[src/rtl/vector_to_angle.sv]
// vector_to_angle: iterative CORDIC vectoring that turns a signed (dx,dy) screen vector
// (+y down) into a 2^COUNT_SIZE-step angle index, with a start/valid handshake.
// Ports: clk, resetN (async, active-low), start, dx, dy in; busy, valid, angle, zero_vec, mag out.
// Optional macro VECTOR_ANGLE_MAG_EN adds the gain-compensated magnitude on mag; otherwise mag=0.
`timescale 1ns/1ps
module vector_to_angle #(
  parameter int COUNT_SIZE = 8,
  parameter int DATA_W     = 16,
  parameter int ITER       = 12
) (
  input  logic                     clk,
  input  logic                     resetN,
  input  logic                     start,
  input  logic signed [DATA_W-1:0] dx,
  input  logic signed [DATA_W-1:0] dy,
  output logic                     busy,
  output logic                     valid,
  output logic [COUNT_SIZE-1:0]    angle,
  output logic                     zero_vec,
  output logic [DATA_W:0]          mag
);

  localparam int XW = DATA_W + 2;
  localparam int AW = COUNT_SIZE + 8;
  localparam int IW = $clog2(ITER + 1);
  localparam int UP = (COUNT_SIZE >= 8) ? COUNT_SIZE - 8 : 0;
  localparam int DN = (COUNT_SIZE < 8) ? 8 - COUNT_SIZE : 0;
  localparam logic [AW-1:0] HALF = {1'b1, {(AW-1){1'b0}}};

  typedef enum logic [1:0] {
    S_IDLE,
    S_ITER,
    S_DONE
  } state_t;

  // atan(2^-k) in 1/2^(COUNT_SIZE+8) turn, rescaled from the 8-bit table
  function automatic logic [AW-1:0] atan_lut(input logic [IW-1:0] k);
    int unsigned b;
    case (int'(k))
      0:       b = 8192;
      1:       b = 4836;
      2:       b = 2555;
      3:       b = 1297;
      4:       b = 651;
      5:       b = 326;
      6:       b = 163;
      7:       b = 81;
      8:       b = 41;
      9:       b = 20;
      10:      b = 10;
      11:      b = 5;
      default: b = 0;
    endcase
    return AW'(((b << UP) + ((32'd1 << DN) >> 1)) >> DN);
  endfunction

  state_t                 state_q, state_d;
  logic signed [XW-1:0]   x_q, x_d;
  logic signed [XW-1:0]   y_q, y_d;
  logic [AW-1:0]          acc_q, acc_d;
  logic [IW-1:0]          i_q, i_d;
  logic                   zero_q, zero_d;
  logic                   busy_q, busy_d;
  logic                   valid_q, valid_d;
  logic [COUNT_SIZE-1:0]  angle_q, angle_d;
  logic                   zv_q, zv_d;

  logic signed [XW-1:0]   dxe, dye;
  logic signed [XW-1:0]   xs, ys;
  logic [AW-1:0]          a_i;

  assign dxe = {{2{dx[DATA_W-1]}}, dx};
  assign dye = {{2{dy[DATA_W-1]}}, dy};
  assign xs  = x_q >>> i_q;
  assign ys  = y_q >>> i_q;
  assign a_i = atan_lut(i_q);

`ifdef VECTOR_ANGLE_MAG_EN
  localparam int PW = XW - 1 + 16;
  localparam int MW = DATA_W + 1;
  localparam logic [15:0] MAG_K = 16'd39797;

  logic [DATA_W:0] mag_q, mag_d;
  logic [PW-1:0]   prod;

  // x stays non-negative after the half-turn pre-rotation
  assign prod = PW'(x_q[XW-2:0]) * PW'(MAG_K);
  assign mag  = mag_q;
`else
  assign mag  = '0;
`endif

  always_comb begin
    state_d = state_q;
    x_d     = x_q;
    y_d     = y_q;
    acc_d   = acc_q;
    i_d     = i_q;
    zero_d  = zero_q;
    busy_d  = busy_q;
    valid_d = 1'b0;
    angle_d = angle_q;
    zv_d    = zv_q;
`ifdef VECTOR_ANGLE_MAG_EN
    mag_d   = mag_q;
`endif
    unique case (state_q)
      S_IDLE: begin
        if (start) begin
          state_d = S_ITER;
          busy_d  = 1'b1;
          i_d     = '0;
          zero_d  = (dx == '0) && (dy == '0);
          // left half-plane: rotate by 180 deg so CORDIC converges
          if (dx[DATA_W-1]) begin
            x_d   = -dxe;
            y_d   = -dye;
            acc_d = HALF;
          end else begin
            x_d   = dxe;
            y_d   = dye;
            acc_d = '0;
          end
        end
      end
      S_ITER: begin
        if (!y_q[XW-1]) begin
          x_d   = x_q + ys;
          y_d   = y_q - xs;
          acc_d = acc_q + a_i;
        end else begin
          x_d   = x_q - ys;
          y_d   = y_q + xs;
          acc_d = acc_q - a_i;
        end
        if (i_q == IW'(ITER - 1)) begin
          state_d = S_DONE;
        end else begin
          i_d = i_q + IW'(1);
        end
      end
      S_DONE: begin
        state_d = S_IDLE;
        busy_d  = 1'b0;
        valid_d = 1'b1;
        zv_d    = zero_q;
        angle_d = zero_q ? '0
                : COUNT_SIZE'((acc_q + AW'(128)) >> 8);
`ifdef VECTOR_ANGLE_MAG_EN
        mag_d   = zero_q ? '0 : MW'(prod >> 16);
`endif
      end
      default: state_d = S_IDLE;
    endcase
  end

  always_ff @(posedge clk or negedge resetN) begin
    if (!resetN) begin
      state_q <= S_IDLE;
      x_q     <= '0;
      y_q     <= '0;
      acc_q   <= '0;
      i_q     <= '0;
      zero_q  <= 1'b0;
      busy_q  <= 1'b0;
      valid_q <= 1'b0;
      angle_q <= '0;
      zv_q    <= 1'b0;
    end else begin
      state_q <= state_d;
      x_q     <= x_d;
      y_q     <= y_d;
      acc_q   <= acc_d;
      i_q     <= i_d;
      zero_q  <= zero_d;
      busy_q  <= busy_d;
      valid_q <= valid_d;
      angle_q <= angle_d;
      zv_q    <= zv_d;
    end
  end

`ifdef VECTOR_ANGLE_MAG_EN
  always_ff @(posedge clk or negedge resetN) begin
    if (!resetN) begin
      mag_q <= '0;
    end else begin
      mag_q <= mag_d;
    end
  end
`endif

  assign busy     = busy_q;
  assign valid    = valid_q;
  assign angle    = angle_q;
  assign zero_vec = zv_q;

endmodule

[config.mk]
export PLATFORM = sky130hd
export DESIGN_NAME = vector_to_angle
export DESIGN_NICKNAME = d
export VERILOG_FILES = /design/src/rtl/vector_to_angle.sv
export SDC_FILE = /design/constraint.sdc
export NUM_CORES = 1
export LEC_CHECK = 0
export BUFFER_PORTS_ARGS = -buffer_cell sky130_fd_sc_hd__buf_2
export CAP_MARGIN = 0
export CORE_UTILIZATION = 57
export CTS_CLUSTER_SIZE = 30
export DETAILED_ROUTE_END_ITERATION = 7
export PLACE_DENSITY_LB_ADDON = 0.3
export SKIP_LAST_GASP = 1
export SLEW_MARGIN = 15
export SYNTH_ARGS = -nofsm -noshare
export SYNTH_HDL_FRONTEND = slang
export SYNTH_SLANG_ARGS = --single-unit
[constraint.sdc]
create_clock -name clk -period 4.6 [get_ports clk]
set_clock_uncertainty 0.15 [all_clocks]
set_input_delay 0.46 -clock clk [delete_from_list [all_inputs] [get_ports clk]]
set_output_delay 0.46 -clock clk [all_outputs]
set_load 0.05 [all_outputs]
==> reports/qor.yml, run 1 <==
placed_design:
  placed_cells: 1432
  place.gp.congestion: 0.991
  dpl.hpwl_um: 20700
  io_buffers: 45
  dp_slack_ps: -189
global_route:
  antenna_found_initial: 0
  overflow: 0
  track_usage: 0.338
  use_met3: 0.0528
  grt_max_degree: 71
  grt.busiest_layer: "met2"
  use_met1: 0.438
  grt_pass1_wl_um: 43600
  grtUsageMet2: 0.551
  grt_pass1_vias: 8571
logic_synthesis:
  syn-instance-count: 1125
  synth_top_area_share: 0.190
  synthAdderAreaFrac: 0.0895
  ys_seq_area_frac: 0.190
  synth-simple-area-share: 0.181
  synth_top_flop_cell: "dfrtp_1"
  yosys.cell_types.count: 72
  yosys_warnings: 0
  synth_top_family_by_area: "compound AO/OA/AOI/OAI gates"
  synthTopCellsByCount: "121 x nand2_1, 87 x o21ai_0, 83 x nor2_1, 81 x a21oi_1, 70 x dfrtp_1"
  synth_area_leaders: "dfrtp_1 19%, ha_1 8.3%, mux4_2 7.6%, xnor2_1 5.2%, nand2_1 4.9%"
  synth_xor_area_frac: 0.101
  synth_edf_count: 0
  async_flop_share: 1.00
  synth_seq_cells: 70
  synth-compound-area-share: 0.224
  synthMuxAreaShare: 0.150
  synth.avg_cell_area_um2: 8.18
  synth_top_area_cell: "dfrtp_1"
  synthesis.area_um2: 9200
  synth_most_common_cell: "nand2_1"
critical_path:
  critical-path-slowest-cell: "mux4_2"
  required_ps: 4720
  crit_fanout: 5
  critPathMaxStageDelay_ps: 530
  worst_setup_path_end_kind: "flip-flop"
  path_cells: "buf_6 > or2_4 > buf_6 > a21o_1 > mux4_2 > a211oi_4 > nand4_1 > nor3b_2 > a21oi_2 > o32ai_4 > ha_1 > a21oi_2 > inv_2 > a21oi_4 > nand4_1 > a31oi_1 > a21oi_1 > xnor2_1 > or3_1 > o21ai_1"
  crit_type: "flip-flop to flip-flop"
  cp-start-kind: "flip-flop"
  worst-endpoint-arrival_ps: 4840
floorplan:
  start_util: 0.581
  die_y_um: 129
  fp.dieW_um: 129
  dieArea_um2: 16600
  core-area_um2: 15800
  io_pins: 63
  core.rowCount: 46
routing:
  drtAntennaViolNets: 0
  vias_per_cell: 6.36
  drtIter0Drc: 843
  vias: 9374
  route.detailed.drc: 0
  first_pass_iters: 5
  routedWlPerCell_um: 19.3
  routed_wl_um: 28400
cts:
  cts_tree: "yes"
  ctsHoldBuffers: 0
  worst_skew_pair.late_latency_ps: 360
  clockBufferDepth: 2
  clock_sinks: 70
  htree_levels: 3
  cts.clk_slew.worst_paths_ps: 70
  cts_inserted_buffers: 9
  clock-root-buffer: "clkbuf_16"
min_path:
  hold_path_class: "primary input to asynchronous set/reset pin"
timing:
  rsz0062_at_grt: "yes"
  worst_pin_slew_ps: 1010
  fmax_ghz: 0.212
  relSlewSlack: 0.325
  period_minus_slack_ps: 4710
  fin_crit_sh: 1.02
  fin_tns_setup_ps: -215
  worst_slack_ps: -113
  hold_viol: 0
  setup_viol: 2
  slew_violations: 0
status:
  failed_checks: "setup timing"
  status: "finished with violations"
job:
  cap_violations: 0
finish:
  nNetsFinal: 1353
  final_layout_size_suffix_gt1_frac: 0.253
  final_core_util: 0.699
  area_delta_synth_final_pct: 20.3
  n_antenna_cell: 0
  layout.cells.non_filler: 1475
## cell families (layout without fill, tap and decap cells)
kind of cell    Yosys count  after routing
compound gates          325            325
xor+xnor                106            106
fa+ha+maj                64             64
buf+inv                 121            239
flops                    70             70
mux                      88             88
other cells               1             17
simple gates            350            350
## critical path: cells and delay by family (launching register included)
kind	cells	cell delay (ps)
buffers and inverters	3	320
multiplexers	1	530
AO/OA/AOI/OAI	9	1570
flip-flops	1	460
XOR/XNOR	1	150
AND/OR/NAND/NOR	5	1090
adder cells (fa/ha/maj)	1	340
## sequential cells by signal (all words and copies together) (netlist names)
register and count:
x_q 18, y_q 18, acc_q 16, angle 8, i_q 4, state_q 2
busy 1, valid 1, zero_q 1, zero_vec 1
## metal layers
metal	up-vias	part of all wire
met5	-	0
met4	0	0.048
met3	108	0.073
met2	474	0.47
met1	4403	0.41
li1	4389	-
## final timing paths
| check | slack, ps | depth (start not counted) | start | to |
|---|---|---|---|---|
| hold reg to reg | 320 | 2 | angle[4] | angle[4] |
| min in group clk | 250 | 3 | dy[0] | y_q[0] |
| hold / removal | 100 | 1 | resetN | valid |
| setup / recovery | -110 | 20 | i_q[0] | x_q[17] |
| max in group asynchronous | 3520 | 1 | resetN | i_q[0] |
| setup reg to reg | -110 | 20 | i_q[0] | x_q[17] |
## timing repair
| item | CTS | global route |
|---|---|---|
| gates resized for setup | 13 | 76 |
| endpoints found under the hold margin | 0 | 0 |
| setup endpoints to repair | 11 | 18 |
| pin swaps | 7 | 44 |
| buffers inserted | 7 | 20 |
## area by class of cell
| cell class | instances | area (um^2) |
|---|---|---|
| clock buffers | 9 | 225 |
| clock inverters | 7 | 63.8 |
| fillers | 1291 | 4770 |
| inverters | 40 | 154 |
| multi-input cells | 950 | 7240 |
| flip-flops and latches | 70 | 1760 |
| well taps | 216 | 270 |
| repair buffers | 183 | 1350 |
## stage by stage
| step | hold slack (ps) | area, um^2 |
|---|---|---|
| floorplan | 14.4 | 9270 |
| global route | 175 | 11100 |
| finish | 98.8 | 11100 |
| global placement | 305 | 10200 |
| CTS | 132 | 10600 |
| detailed placement | 311 | 10200 |
## cells in the final DEF (no fill, tap or decap), drive strengths merged, types with 27 or more instances in the layout
master  instances
a21oi          81
buf           183
dfrtp          70
ha             61
inv            43
mux2i          38
mux4           37
nand2         121
nor2           83
nor3           27
o21ai          90
xnor2          55
xor2           51
Power of run 1 is not shown: default switching activity piles up to over one toggle a cycle in this logic, so the estimate is an artifact.
==> inputs of run 2 (changes only) <==
--- a/config.mk
+++ b/config.mk
@@ -10,7 +10,7 @@
 export CORE_UTILIZATION = 57
 export CTS_CLUSTER_SIZE = 30
 export DETAILED_ROUTE_END_ITERATION = 7
-export PLACE_DENSITY_LB_ADDON = 0.3
+export PLACE_DENSITY = 0.82
 export SKIP_LAST_GASP = 1
 export SLEW_MARGIN = 15
 export SYNTH_ARGS = -nofsm -noshare
==> run 2 against run 1 <==
Effect of this change: register-to-register slack worse by 40 ps; non-clock buffer count is 9 higher; clock-buffer cell count stayed put; wire length grew 2.5%; critical endpoint unchanged; the run still ends with setup timing left; first-iteration DRC count grew 29%; design area barely moved; sequential cell count unchanged; utilization shrank 0.063 points; cell count increased by 0.61%; maximum frequency down 0.91%; global-route usage grew 1.8 points; via count rose by 2.8%.
==> reports/qor.yml, run 2 (synthesis gave the netlist of run 1 again) <==
status:
  status: "finished with violations"
  failed_checks: "setup timing"
timing:
  hold_viol: 0
  worst_pin_slew_ps: 929
  worst_slack_ps: -157
  relSlewSlack: 0.381
  setup_viol: 3
  fin_crit_sh: 1.03
  slew_violations: 0
  rsz0062_at_grt: "yes"
  fmax_ghz: 0.210
  period_minus_slack_ps: 4760
finish:
  nNetsFinal: 1362
  mostFrequentLayoutCells: "138 x buf_4, 119 x nand2_1, 80 x nor2_1"
  layout.cells.non_filler: 1484
  mostFrequentLayoutCell: "buf_4"
  area_delta_synth_final_pct: 20.1
  n_antenna_cell: 0
  final_layout_size_suffix_gt1_frac: 0.249
  reg_top3: "x_q: 18 flops, y_q: 18 flops, acc_q: 16 flops"
placed_design:
  dpl.hpwl_um: 21300
  io_buffers: 45
  place.gp.congestion: 0.962
  placed_cells: 1448
floorplan:
  fp.dieW_um: 129
  dieArea_um2: 16600
  die_y_um: 129
  core.rowCount: 46
  start_util: 0.581
  core-area_um2: 15800
  io_pins: 63
cts:
  clock-root-buffer: "clkbuf_16"
  htree_levels: 3
  cts_tree: "yes"
  cts_inserted_buffers: 9
  cts.clk_slew.worst_paths_ps: 70
  worst_skew_pair.late_latency_ps: 360
  clockBufferDepth: 2
  clock_sinks: 70
routing:
  vias_per_cell: 6.49
  drtIter0Drc: 1086
  first_pass_iters: 5
  vias: 9633
  routed_wl_um: 29100
  drtAntennaViolNets: 0
  routedWlPerCell_um: 19.6
  route.detailed.drc: 0
global_route:
  grt_pass1_wl_um: 45900
  track_usage: 0.356
  overflow: 0
  grt_pass1_vias: 8970
  grt_max_degree: 71
  antenna_found_initial: 0
critical_path:
  crit_type: "flip-flop to flip-flop"
  rrSetupSlack_ps: -160
  worst-endpoint-arrival_ps: 4900
  required_ps: 4740
  crit_fanout: 7
  worst_setup_path_end_kind: "flip-flop"
  cp-start-kind: "flip-flop"
job:
  cap_violations: 0
min_path:
  hold_path_class: "primary input to asynchronous set/reset pin"
## run 2: cell types whose count changed in the layout (fill, tap and decap cells not counted), moves of 3 or more
cell / before / now
buf_4: 125 / 138
buf_6: 10 / 4
mux4_1: 2 / 6
mux4_2: 35 / 31
o32ai_1: 2 / 5
## run 2: what timing repair did
action	in CTS	in global routing
gates cloned	0	1
endpoints found under the setup margin	11	18
resized for setup	17	53
setup buffers	5	16
hold buffers	0	0
pin swaps	6	27
## run 2: path summary, 6_finish.rpt
| check | cells after the start | start | endpoint |
|---|---|---|---|
| setup reg to reg | 18 | i_q[0] | x_q[17] |
| hold / removal | 1 | resetN | valid |
| setup / recovery | 18 | i_q[0] | x_q[17] |
| max in group asynchronous | 1 | resetN | i_q[2] |
| hold reg to reg | 2 | angle[1] | angle[1] |
| min in group clk | 3 | dy[0] | y_q[0] |
## run 2: area by class of cell
cell class / count / area (um^2)
sequential: 70 / 1760
clock inverter: 7 / 65.1
multi-input combinational: 950 / 7150
timing repair buffer: 192 / 1420
fill: 1242 / 4780
inverter: 40 / 154
tap: 216 / 270
clock buffer: 9 / 225
## run 2: stage by stage
stage	utilization	instance area (um^2)	setup WS [ps]	hold slack, ps	TNS (ps)
final	0.698	11100	-157	98.6	-383
after global routing	0.698	11100	-313	178	-1510
after CTS	0.678	10700	5.13	129	0
after detailed placement	0.652	10300	-168	315	-634
after global placement	0.652	10300	-11.7	307	-11.7
after floorplan	-	9270	2.01	14.4	0
## run 2: worst max-delay path: stages (launching register included)
cell	delay (ps)
dfrtp_2	430
buf_6	160
mux4_1	630
mux4_2	540
a211oi_4	240
nand4_1	200
nor3b_1	190
a21oi_1	120
o32ai_1	110
ha_1	340
a21oi_2	150
inv_1	60
a21oi_2	220
nand4_1	220
a31oi_2	300
a21oi_2	80
xnor2_1	140
or3_1	320
o21ai_2	70
## run 2: per-layer routing
| layer | track usage | wire length, um | share of wire | up-vias |
|---|---|---|---|---|
| met1 | 0.445 | 11300 | 0.39 | 4556 |
| met3 | 0.0549 | 2410 | 0.083 | 133 |
| met4 | 0.203 | 1750 | 0.060 | 0 |
| met5 | 0 | 0 | 0 | - |
| li1 | - | - | - | 4389 |
| met2 | 0.589 | 13600 | 0.47 | 555 |
Power of run 2 is left out for the same reason.
